## config.mk

```make
export PLATFORM = sky130hd
export DESIGN_NAME = vga_frame_capture
export DESIGN_NICKNAME = d
export VERILOG_FILES = /design/src/rtl/vga_frame_capture.sv
export SDC_FILE = /design/constraint.sdc
export NUM_CORES = 1
export LEC_CHECK = 0
export CORE_ASPECT_RATIO = 0.7
export CORE_MARGIN = 1
export CORE_UTILIZATION = 45
export CTS_CLUSTER_DIAMETER = 80
export DETAILED_ROUTE_END_ITERATION = 7
export HOLD_SLACK_MARGIN = 0.02
export MAX_ROUTING_LAYER = met4
export PLACE_DENSITY = 0.7
export SLEW_MARGIN = 30
export SYNTH_ARGS = -nofsm -noshare
export SYNTH_HDL_FRONTEND = slang
export SYNTH_SLANG_ARGS = --single-unit
```

## constraint.sdc

```tcl
create_clock -name clk -period 9.2 [get_ports clk]
set_input_delay 1.84 -clock clk [delete_from_list [all_inputs] [get_ports clk]]
set_output_delay 1.84 -clock clk [all_outputs]
set_load 0.02 [all_outputs]
```

## src/rtl/vga_frame_capture.sv

```systemverilog
// Receive side of the VGA pixel stream: on arm, captures one WIN_W x WIN_H window
// into the pixel RAM write port and continuously measures line/frame periods.
module vga_frame_capture #(
  parameter int unsigned ADDR_W    = 24,
  parameter int unsigned BASE_ADDR = 300,
  parameter int unsigned WIN_W     = 300,
  parameter int unsigned WIN_H     = 300
) (
  input  logic              clk,
  input  logic              reset_n,
  input  logic              arm,
  input  logic              vid_hs,
  input  logic              vid_vs,
  input  logic              vid_de,
  input  logic [7:0]        vid_pix,
  output logic              wr_en,
  output logic [ADDR_W-1:0] wr_addr,
  output logic [7:0]        wr_data,
  output logic              busy,
  output logic              done,
  output logic              err_short,
  output logic [11:0]       h_total_meas,
  output logic [11:0]       v_total_meas
);

  typedef enum logic [1:0] {IDLE, WAIT_VS, CAPTURE, DONE} state_t;

  localparam logic [11:0] W_LIM  = 12'(WIN_W);
  localparam logic [11:0] H_LIM  = 12'(WIN_H);
  localparam logic [11:0] LAST_Y = 12'(WIN_H - 1);

  state_t            state, state_nx;
  logic              hs_q, vs_q, de_q;
  logic              hs_fall, vs_fall, de_fall;
  logic [11:0]       x, y;
  logic [11:0]       h_cnt, l_cnt, l_next;
  logic              h_seen, v_seen;
  logic              capture_hit, last_line_end, short_end;
  logic [ADDR_W-1:0] pix_addr;

  function automatic logic [11:0] sat_inc(input logic [11:0] v);
    return (v == '1) ? v : v + 12'd1;
  endfunction

  assign hs_fall = hs_q & ~vid_hs;
  assign vs_fall = vs_q & ~vid_vs;
  assign de_fall = de_q & ~vid_de;

  assign capture_hit   = (state == CAPTURE) && vid_de && (x < W_LIM) && (y < H_LIM);
  assign last_line_end = (state == CAPTURE) && de_fall && (y == LAST_Y);
  assign short_end     = (state == CAPTURE) && vs_fall && !last_line_end;
  assign pix_addr      = ADDR_W'(BASE_ADDR) + ADDR_W'(y) * ADDR_W'(WIN_W) + ADDR_W'(x);
  assign l_next        = hs_fall ? sat_inc(l_cnt) : l_cnt;

  always_ff @(posedge clk or negedge reset_n) begin
    if (!reset_n) begin
      hs_q <= 1'b0;
      vs_q <= 1'b0;
      de_q <= 1'b0;
      x    <= '0;
      y    <= '0;
    end else begin
      hs_q <= vid_hs;
      vs_q <= vid_vs;
      de_q <= vid_de;
      // x also restarts when a capture begins so the first window line starts at column 0
      if (de_fall || (state == WAIT_VS && vs_fall)) x <= '0;
      else if (vid_de)                              x <= sat_inc(x);
      if (vs_fall)      y <= '0;
      else if (de_fall) y <= sat_inc(y);
    end
  end

  always_ff @(posedge clk or negedge reset_n) begin
    if (!reset_n) state <= IDLE;
    else          state <= state_nx;
  end

  always_comb begin
    state_nx = state;
    busy     = 1'b0;
    done     = 1'b0;
    case (state)
      IDLE:    if (arm) state_nx = WAIT_VS;
      WAIT_VS: begin
        busy = 1'b1;
        if (vs_fall) state_nx = CAPTURE;
      end
      CAPTURE: begin
        busy = 1'b1;
        if (last_line_end || short_end) state_nx = DONE;
      end
      DONE: begin
        done     = 1'b1;
        state_nx = IDLE;
      end
      default: state_nx = IDLE;
    endcase
  end

  always_ff @(posedge clk or negedge reset_n) begin
    if (!reset_n) begin
      wr_en     <= 1'b0;
      wr_addr   <= '0;
      wr_data   <= '0;
      err_short <= 1'b0;
    end else begin
      wr_en <= capture_hit;
      if (capture_hit) begin
        wr_addr <= pix_addr;
        wr_data <= vid_pix;
      end
      if (state == IDLE && arm) err_short <= 1'b0;
      else if (short_end)       err_short <= 1'b1;
    end
  end

  // Period outputs are only loaded once a complete period has been observed.
  always_ff @(posedge clk or negedge reset_n) begin
    if (!reset_n) begin
      h_cnt        <= '0;
      l_cnt        <= '0;
      h_seen       <= 1'b0;
      v_seen       <= 1'b0;
      h_total_meas <= '0;
      v_total_meas <= '0;
    end else begin
      if (hs_fall) begin
        h_cnt  <= '0;
        h_seen <= 1'b1;
        if (h_seen) h_total_meas <= sat_inc(h_cnt);
      end else begin
        h_cnt <= sat_inc(h_cnt);
      end
      if (vs_fall) begin
        l_cnt  <= '0;
        v_seen <= 1'b1;
        if (v_seen) v_total_meas <= l_next;
      end else begin
        l_cnt <= l_next;
      end
    end
  end

endmodule

```

==> run_results.csv, run 1 <==
group,metric,value,unit
pwr,leakagePower,4.04,nW
worst_setup_path,crit_chain,"ha_1, ha_1, fa_1, inv_1, fa_1, inv_1, ha_1, nand2_1, o21ai_0, nand2_1, xnor2_1, ha_1, ha_1, and2_1, a221oi_1, nand3b_1, xor2_1, o21ai_0",
synth,netlist-cell-type-count,66,
place,io_buffers,71,
finish,fill_cells,1435,
routing,postRouteAntennaNets,0,
pwr,max-vdd-ir-drop,198,uV
place,gp_congestion,0.834,
routing,dr.first_iter.drc_count,406,
die,core,0.0156,mm^2
clocking,cts-root-buf,"clkbuf_16",
global_route,grt_pass1_vias,5113,
finish,diodes,0,
worst_setup_path,worstPathRequired,9.42,ns
timing,finalCritPeriodShare,57.4,%
place,dp_cells,1034,
synth,synth_edf_count,0,
clocking,cts_buffers,9,
finish,final_util,54.1,%
clocking,htreeDepth,3,
finish,final_nets,952,
synth,synth_top_area_share,38.5,%
die,ioPinCount,74,
synth,synth_area_leaders,"dfrtp_1, ha_1, nand2_1",
clocking,cts.clk_slew.worst_paths,0.08,ns
die,dieArea,0.0166,mm^2
worst_setup_path,cp-end-kind,"flop",
synth,synth-seq-cells,111,
synth,ys_async_sr_fraction,100,%
routing,routedWlPerCell,13.9,um
finish,seq_area,0.00278,mm^2
routing,drt_pass1_iterations,5,
clocking,cts_resized,0,
pwr,p_per_area,179,mW/mm^2
routing,vias,5432,
pwr,p_total,1.51,mW
worst_setup_path,crit_path_frequent_cell,"ha_1",
die,fp.dieW,153,um
routing,drc,0,
global_route,grt_pass1_wl,25200,um
timing,hold_viol_final,0,
timing,finalSetupViolations,0,
worst_setup_path,crit_type,"flop to flop",
finish,drive_above_1_share,5.06,%
clocking,numClockSinks,111,
worst_setup_path,worst_path_max_delay_cell,"a221oi_1",
clocking,cts_hold_buf,0,
run,max_cap_viol_count,0,
worst_setup_path,cp-start-kind,"flop",
clocking,cts_tree,"yes",
die,fp.dieH,108,um
timing,slew_viol_final,0,
timing,setup_tns,0,ns
synth,ys_seq_area_share,38.5,%
synth,synth_flop_cell,"dfrtp_1",
global_route,grt_usage,19.2,%
finish,multiInputGateArea,0.00412,mm^2
timing,skew,0.0131,ns
timing,slew_headroom,44.9,%
clocking,post_cts_buffers,0,
place,detailed_place_hpwl,11100,um
die,initial_utilization,46.3,%
hold_path,worstHoldPathType,"flop to flop",
routing,viasPerCell,5.17,
finish,syn_to_final_growth,16.7,%
worst_setup_path,worst_path_dominant_cell_family,"adder cells",
die,std_cell_rows,38,
timing,fmax,189,MHz
run_status,status,"finished clean",
worst_setup_path,crit_path_max_incr_delay,0.55,ns
synth,ys_warn_count,0,
global_route,grt_max_degree,57,
global_route,overflow,0,
timing,worst_pin_slew,0.821,ns
worst_setup_path,crit_arrival,5.49,ns
clocking,clock_latency,0.35,ns
worst_setup_path,critPathBufInv,2,
timing,fin_crit,5.28,ns
routing,routed_wl,14600,um
synth,yosys.area.top_type,"dfrtp_1",
synth,syn_inst,779,
worst_setup_path,crit_fanout,9,
clocking,clk_path_buf_depth,2,
finish,fin_cells,1050,
timing,grt_setup_unrepaired,"no",
global_route,antenna_found_initial,0,
synth,netlist_area,0.00722,mm^2
synth,syn_area_per_cell,9.27,um^2
[worst paths after layout]
kind | start | endpoint | slack [ns] | cells past startpoint
hold / removal | wr_data[5] | wr_data[5] | 0.47 | 2
hold reg to reg | wr_data[5] | wr_data[5] | 0.47 | 2
max in group asynchronous | reset_n | y[0] | 6.49 | 2
min in group asynchronous | reset_n | h_total_meas[7] | 1.54 | 1
setup / recovery | y[5] | wr_addr[17] | 3.92 | 18
setup reg to reg | y[5] | wr_addr[17] | 3.92 | 18
[metrics by stage]
step / setup slack (ns) / instance area, um^2 / hold WS (ns)
2_1_floorplan: 4.27 / 7230 / 0.435
3_3_place_gp: 4.03 / 8120 / 0.449
3_5_place_dp: 3.91 / 8130 / 0.451
4_1_cts: 3.91 / 8430 / 0.472
5_1_grt: 3.57 / 8430 / 0.497
6_report: 3.92 / 8430 / 0.465
[cells in the mapped netlist (all sizes together), types with 6 or more instances]
cell type	n
dfrtp	111
nor2	74
a21oi	24
nand4	17
inv	65
xor2	28
fa	16
a21o	7
nand2b	7
ha	77
nor3	11
nand3	31
nor2b	10
xnor2	30
nor4	6
o21ai	57
nand2	114
clkbuf	16
[layer usage]
layer  part of all wire [%]  wire, um  global-route usage (%)  vias up
met1                     57      8290                    30.4     2523
met2                     39      5630                    25.4      118
li1                       -         -                       -     2786
met4                   0.47        69                    3.64        0
met3                    4.2       606                    2.89        5
met5                      0         0                       -        -
[layout by cell type (no fill, tap or decap), drive strengths merged, types with 4 or more instances in the layout]
master / Yosys / routed
nand3b: 5 / 5
xnor2: 30 / 30
o21a: 4 / 4
dfrtp: 111 / 111
nor2: 74 / 74
inv: 65 / 67
xor2: 28 / 28
a21o: 7 / 7
ha: 77 / 77
nor2b: 10 / 10
a21oi: 24 / 24
clkdlybuf4s50: 0 / 70
nand4: 17 / 17
clkbuf: 16 / 10
nand2b: 7 / 7
buf: 4 / 4
and3: 5 / 5
fa: 16 / 16
nand3: 31 / 31
or2: 4 / 4
or3: 4 / 4
nor4: 6 / 6
o21ai: 57 / 57
nand2: 114 / 114
nor3: 11 / 11
[cell families (layout without fill, tap and decap cells)]
kind of cell | after synthesis | count (layout) | share of synthesized area, %
muxes | 6 | 6 | 0.883
and+or+nand+nor | 302 | 302 | 20.1
adders and majority gates | 93 | 93 | 17.8
DFF | 111 | 111 | 38.5
buffers and inverters | 85 | 155 | 4.68
AOI/OAI and AO/OA | 123 | 123 | 10.9
other | 1 | 2 | 0.0519
xor gates and xnor gates | 58 | 58 | 7.14
[state kept, by name, summed over array words and instances, names as in the netlist, 2 cells and up]
| register | cells |
|---|---|
| h_cnt | 12 |
| h_total_meas | 12 |
| l_cnt | 12 |
| state | 2 |
| v_total_meas | 12 |
| wr_addr | 22 |
| wr_data | 8 |
| x | 12 |
| y | 12 |
[where the power goes]
group / internal [mW] / leakage (nW) / switching (mW)
logic: 0.213 / 2.42 / 0.278
clock network: 0.216 / 0.147 / 0.186
registers: 0.563 / 1.48 / 0.0541
[cell type report]
class                   instances  area share [%]
clock buffers                  10            2.72
clock inverters                 6           0.920
inverters                      65            2.89
multi-input cells             584            48.9
flip-flops and latches        111            32.9
well taps                     200            2.97
repair buffers                 74            8.67
[worst min-delay path: stages, from the launching register on]
cell	delay [ns]
dfrtp_1	0.34
nand2_1	0.05
nand2_1	0.05
Note: power is estimated with default switching activity, not from simulation.
==> run 2, diff against run 1 <==
==> constraint.sdc (replaced) <==
create_clock -name clk -period 5.3 [get_ports clk]
set_input_delay 1.06 -clock clk [delete_from_list [all_inputs] [get_ports clk]]
set_output_delay 1.06 -clock clk [all_outputs]
set_load 0.02 [all_outputs]
==> run_results.csv, run 2 (synthesized netlist as in run 1, its figures left out) <==
group,metric,value,unit
run_status,status,"finished clean",
worst_setup_path,critPathBufInv,3,
die,ioPinCount,74,
worst_setup_path,cp-end-kind,"flop",
timing,worst_pin_slew,0.681,ns
timing,hold_viol_final,0,
global_route,grt_pass1_wl,25500,um
global_route,antenna_found_initial,0,
die,fp.dieH,108,um
pwr,leakagePower,4.09,nW
routing,viasPerCell,5.19,
finish,fin_cells,1059,
finish,syn_to_final_growth,17.7,%
worst_setup_path,crit_type,"flop to flop",
finish,final_nets,961,
timing,skew,0.0155,ns
routing,drt_pass1_iterations,4,
die,std_cell_rows,38,
place,gp_congestion,0.833,
finish,largest_reg_flops,22,
timing,fin_crit,5.05,ns
clocking,clk_path_buf_depth,2,
clocking,clock_latency,0.35,ns
clocking,htreeDepth,3,
finish,diodes,0,
routing,m1WireLength,8010,um
global_route,grt_max_degree,76,
finish,layout_common_cells,"nand2_1, dfrtp_1, ha_1",
timing,hold_slack,0.465,ns
global_route,grt_usage,19.5,%
routing,routedWlPerCell,13.8,um
routing,vias,5492,
timing,finalCritPeriodShare,95.2,%
die,dieArea,0.0166,mm^2
finish,postLayoutCellArea,0.00850,mm^2
place,io_buffers,71,
timing,slew_viol_final,0,
pwr,p_total,2.59,mW
hold_path,worstHoldPathType,"flop to flop",
pwr,p_per_area,304,mW/mm^2
timing,slew_headroom,54.6,%
die,initial_utilization,46.3,%
worst_setup_path,cp-start-kind,"flop",
die,core,0.0156,mm^2
finish,mostFrequentLayoutCell,"nand2_1",
clocking,numClockSinks,111,
finish,fill_cells,1420,
timing,setup_tns,0,ns
worst_setup_path,worst_path_dominant_cell_family,"adder cells",
timing,fmax,198,MHz
place,detailed_place_hpwl,11000,um
worst_setup_path,crit_path_frequent_cell,"ha_1",
clocking,cts_buffers,9,
routing,postRouteAntennaNets,0,
routing,dr.first_iter.drc_count,420,
finish,top_register,"wr_addr",
global_route,overflow,0,
worst_setup_path,crit_path_max_incr_delay,0.52,ns
place,dp_cells,1043,
worst_setup_path,worst_path_max_delay_cell,"or4_1",
worst_setup_path,crit_chain,"ha_1, ha_1, inv_1, fa_1, fa_1, inv_1, ha_1, o211ai_1, a21o_1, nor2b_1, xnor2_1, ha_1, ha_1, a21oi_1, a31oi_2, a221oi_2, buf_4, or4_1, o21ai_1",
timing,grt_setup_unrepaired,"no",
worst_setup_path,worstPathRequired,5.58,ns
clocking,cts.clk_slew.worst_paths,0.08,ns
timing,finalSetupViolations,0,
die,fp.dieW,153,um
pwr,max-vdd-ir-drop,299,uV
place,place_area,0.00819,mm^2
worst_setup_path,crit_fanout,7,
routing,drc,0,
finish,drive_above_1_share,6.40,%
worst_setup_path,crit_arrival,5.32,ns
routing,met3_length,718,um
routing,route.met2.wl,5770,um
run,max_cap_viol_count,0,
clocking,cts-root-buf,"clkbuf_16",
clocking,cts_tree,"yes",
global_route,grt_pass1_vias,5274,
routing,top_layer_used,"met4",
routing,routed_wl,14600,um
[run 2: timing repair]
action	in CTS	in global routing
hold buffers	0	0
resized for setup	0	4
setup endpoints to repair	0	6
buffers inserted	0	0
[run 2: worst paths after layout]
kind | cells after the start | from | endpoint | slack (ns)
min in group asynchronous | 1 | reset_n | h_total_meas[5] | 0.73
max in group asynchronous | 2 | reset_n | l_cnt[11] | 3.63
max reg2reg | 19 | y[6] | wr_addr[21] | 0.25
min reg2reg | 2 | wr_data[5] | wr_data[5] | 0.47
max | 19 | y[6] | wr_addr[21] | 0.25
min | 2 | wr_data[5] | wr_data[5] | 0.47
[run 2: layer usage]
| metal | vias up | track usage (%) |
|---|---|---|
| met3 | 9 | 3.89 |
| li1 | 2794 | - |
| met1 | 2569 | 29.2 |
| met5 | - | - |
| met4 | 0 | 3.29 |
| met2 | 120 | 27.2 |
[run 2: where the power goes]
group | switching (mW) | internal (mW) | leakage, nW
combinational | 0.481 | 0.372 | 2.47
sequential | 0.0942 | 0.977 | 1.48
clock | 0.331 | 0.334 | 0.143
[run 2: worst min-delay path: stages, from the launching register on]
cell     delay, ns
dfrtp_1       0.34
nand2_1       0.05
nand2_1       0.05
[run 2: stage by stage]
stage,util [%],setup slack [ns]
5_1_grt,54.5,0.0149
4_1_cts,54.4,0.150
6_report,54.5,0.254
2_1_floorplan,-,0.368
3_3_place_gp,52.5,0.271
3_5_place_dp,52.5,0.179
[run 2: final cells by class]
class | instances | area [um^2] | area share [%]
multi-input combinational | 584 | 4140 | 48.7
sequential | 111 | 2780 | 32.7
timing repair buffer | 83 | 802 | 9.43
tap | 200 | 250 | 2.94
inverter | 65 | 244 | 2.87
clock buffer | 10 | 229 | 2.69
clock inverter | 6 | 60.1 | 0.706
==> run 3, diff against run 2 <==
--- a/config.mk
+++ b/config.mk
@@ -12,7 +12,8 @@
 export DETAILED_ROUTE_END_ITERATION = 7
 export HOLD_SLACK_MARGIN = 0.02
 export MAX_ROUTING_LAYER = met4
-export PLACE_DENSITY = 0.7
+export PLACE_DENSITY = 0.68
+export SKIP_LAST_GASP = 1
 export SLEW_MARGIN = 30
 export SYNTH_ARGS = -nofsm -noshare
 export SYNTH_HDL_FRONTEND = slang
==> run_results.csv, run 3 (synthesized netlist as in run 1, its figures left out) <==
group,metric,value,unit
run_status,status,"finished clean",
pwr,p_total,2.59,mW
pwr,comb_power_share,33.0,%
clocking,cts.clk_slew.worst_paths,0.08,ns
place,detailed_place_hpwl,11000,um
place,io_buffers,71,
die,std_cell_rows,38,
finish,top_register,"wr_addr",
die,ioPinCount,74,
finish,syn_to_final_growth,17.7,%
finish,fin_cells,1059,
finish,layout_common_cells,"nand2_1, dfrtp_1, ha_1",
finish,drive_above_1_share,6.29,%
die,core,0.0156,mm^2
pwr,p_per_area,304,mW/mm^2
hold_path,worstHoldPathType,"flop to flop",
timing,finalCritPeriodShare,95.4,%
clocking,cts_buffers,9,
timing,fmax,198,MHz
routing,drc,0,
routing,drt_pass1_iterations,5,
global_route,overflow,0,
finish,final_util,54.5,%
worst_setup_path,worstPathRequired,5.58,ns
clocking,htreeDepth,3,
die,fp.dieW,153,um
worst_setup_path,crit_path_frequent_cell,"ha_1",
finish,largest_reg_flops,22,
timing,finalSetupViolations,0,
routing,vias,5490,
place,gp_congestion,0.835,
finish,fill_cells,1383,
routing,viasPerCell,5.18,
pwr,sw_frac_of_total,34.8,%
timing,worst_pin_slew,0.746,ns
timing,slew_viol_final,0,
finish,diodes,0,
clocking,post_cts_buffers,0,
routing,postRouteAntennaNets,0,
worst_setup_path,crit_chain,"ha_1, ha_1, inv_1, fa_1, fa_1, inv_1, ha_1, o211ai_1, a21o_1, nor2b_1, xnor2_1, ha_1, ha_1, a21oi_1, a31oi_2, a221oi_1, buf_4, or4_1, o21ai_1",
pwr,leakagePower,4.09,nW
place,dp_cells,1043,
pwr,p_sw,0.899,mW
timing,grt_setup_unrepaired,"no",
timing,hold_viol_final,0,
global_route,grt_max_degree,81,
finish,final_nets,961,
clocking,clk_path_buf_depth,2,
pwr,pwr-share-seq,41.3,%
worst_setup_path,crit_type,"flop to flop",
clocking,cts-root-buf,"clkbuf_16",
worst_setup_path,crit_path_max_incr_delay,0.52,ns
clocking,numClockSinks,111,
die,dieArea,0.0166,mm^2
die,initial_utilization,46.3,%
routing,routedWlPerCell,13.9,um
routing,dr.first_iter.drc_count,308,
timing,slew_headroom,50.2,%
worst_setup_path,cp-start-kind,"flop",
clocking,clock_latency,0.35,ns
global_route,antenna_found_initial,0,
worst_setup_path,crit_fanout,7,
routing,routed_wl,14700,um
finish,mostFrequentLayoutCell,"nand2_1",
timing,skew,0.00862,ns
timing,setup_tns,0,ns
pwr,pwr-share-clk,25.7,%
worst_setup_path,r2r_setup_slack,0.24,ns
worst_setup_path,worst_path_max_delay_cell,"or4_1",
clocking,cts_tree,"yes",
global_route,grt_usage,19.1,%
global_route,grt_pass1_wl,24800,um
run,max_cap_viol_count,0,
pwr,p_int,1.69,mW
die,fp.dieH,108,um
worst_setup_path,cp-end-kind,"flop",
timing,fin_crit,5.06,ns
pwr,max-vdd-ir-drop,278,uV
worst_setup_path,crit_arrival,5.33,ns
global_route,grt_pass1_vias,5013,
==> run 3: cell type report <==
cell class	count	area [um^2]	share of cell area, %
Sequential cell	111	2780	32.7
Clock buffer	10	239	2.81
Tap cell	200	250	2.94
Multi-Input combinational cell	584	4130	48.6
Timing Repair Buffer	83	802	9.44
Inverter	65	244	2.87
Clock inverter	6	52.6	0.618
==> run 3: power by group through the flow <==
stage	sequential, mW	combinational, mW	clock, mW
finish	1.07	0.854	0.663
global route	1.09	0.955	0.721
CTS	1.07	0.863	0.688
detailed placement	1.09	0.853	0
global placement	1.08	0.844	0
floorplan	1.18	0.410	0
==> run 3: what timing repair did <==
item | 4_1_cts | 5_1_grt
endpoints found under the setup margin | 0 | 3
gates resized for setup | 0 | 2
hold buffers | 0 | 0
==> run 3: worst max-delay path: cells and delay by family, from the launching register on <==
kind | cells | cell delay [ns]
AND/OR/NAND/NOR | 2 | 0.68
AO/OA/AOI/OAI | 6 | 0.84
flip-flops | 1 | 0.48
buffers and inverters | 3 | 0.26
XOR/XNOR | 1 | 0.12
adder cells (fa/ha/maj) | 7 | 2.59
==> run 3: per-stage QoR <==
step	area [um^2]	hold slack [ns]	setup WS (ns)
CTS	8490	0.472	0.212
detailed placement	8190	0.454	0.252
global route	8500	0.486	0.0150
finish	8500	0.466	0.245
floorplan	7230	0.435	0.368
global placement	8190	0.449	0.305
==> run 3: path summary, 6_finish.rpt <==
path	from	end	cells after the start
worst min-delay path	h_seen	h_seen	1
min in group asynchronous	reset_n	h_total_meas[5]	1
worst max-delay path	y[6]	wr_addr[21]	19
max in group asynchronous	reset_n	wr_data[6]	2
worst max register to register	y[6]	wr_addr[21]	19
worst min register to register	h_seen	h_seen	1
==> run 3: metal layers <==
layer | track usage [%] | share of wire, % | routed length (um)
met1 | 29.1 | 55 | 8130
met2 | 26.3 | 40 | 5870
met3 | 3.29 | 4.1 | 597
met4 | 3.64 | 0.54 | 80
met5 | - | 0 | 0
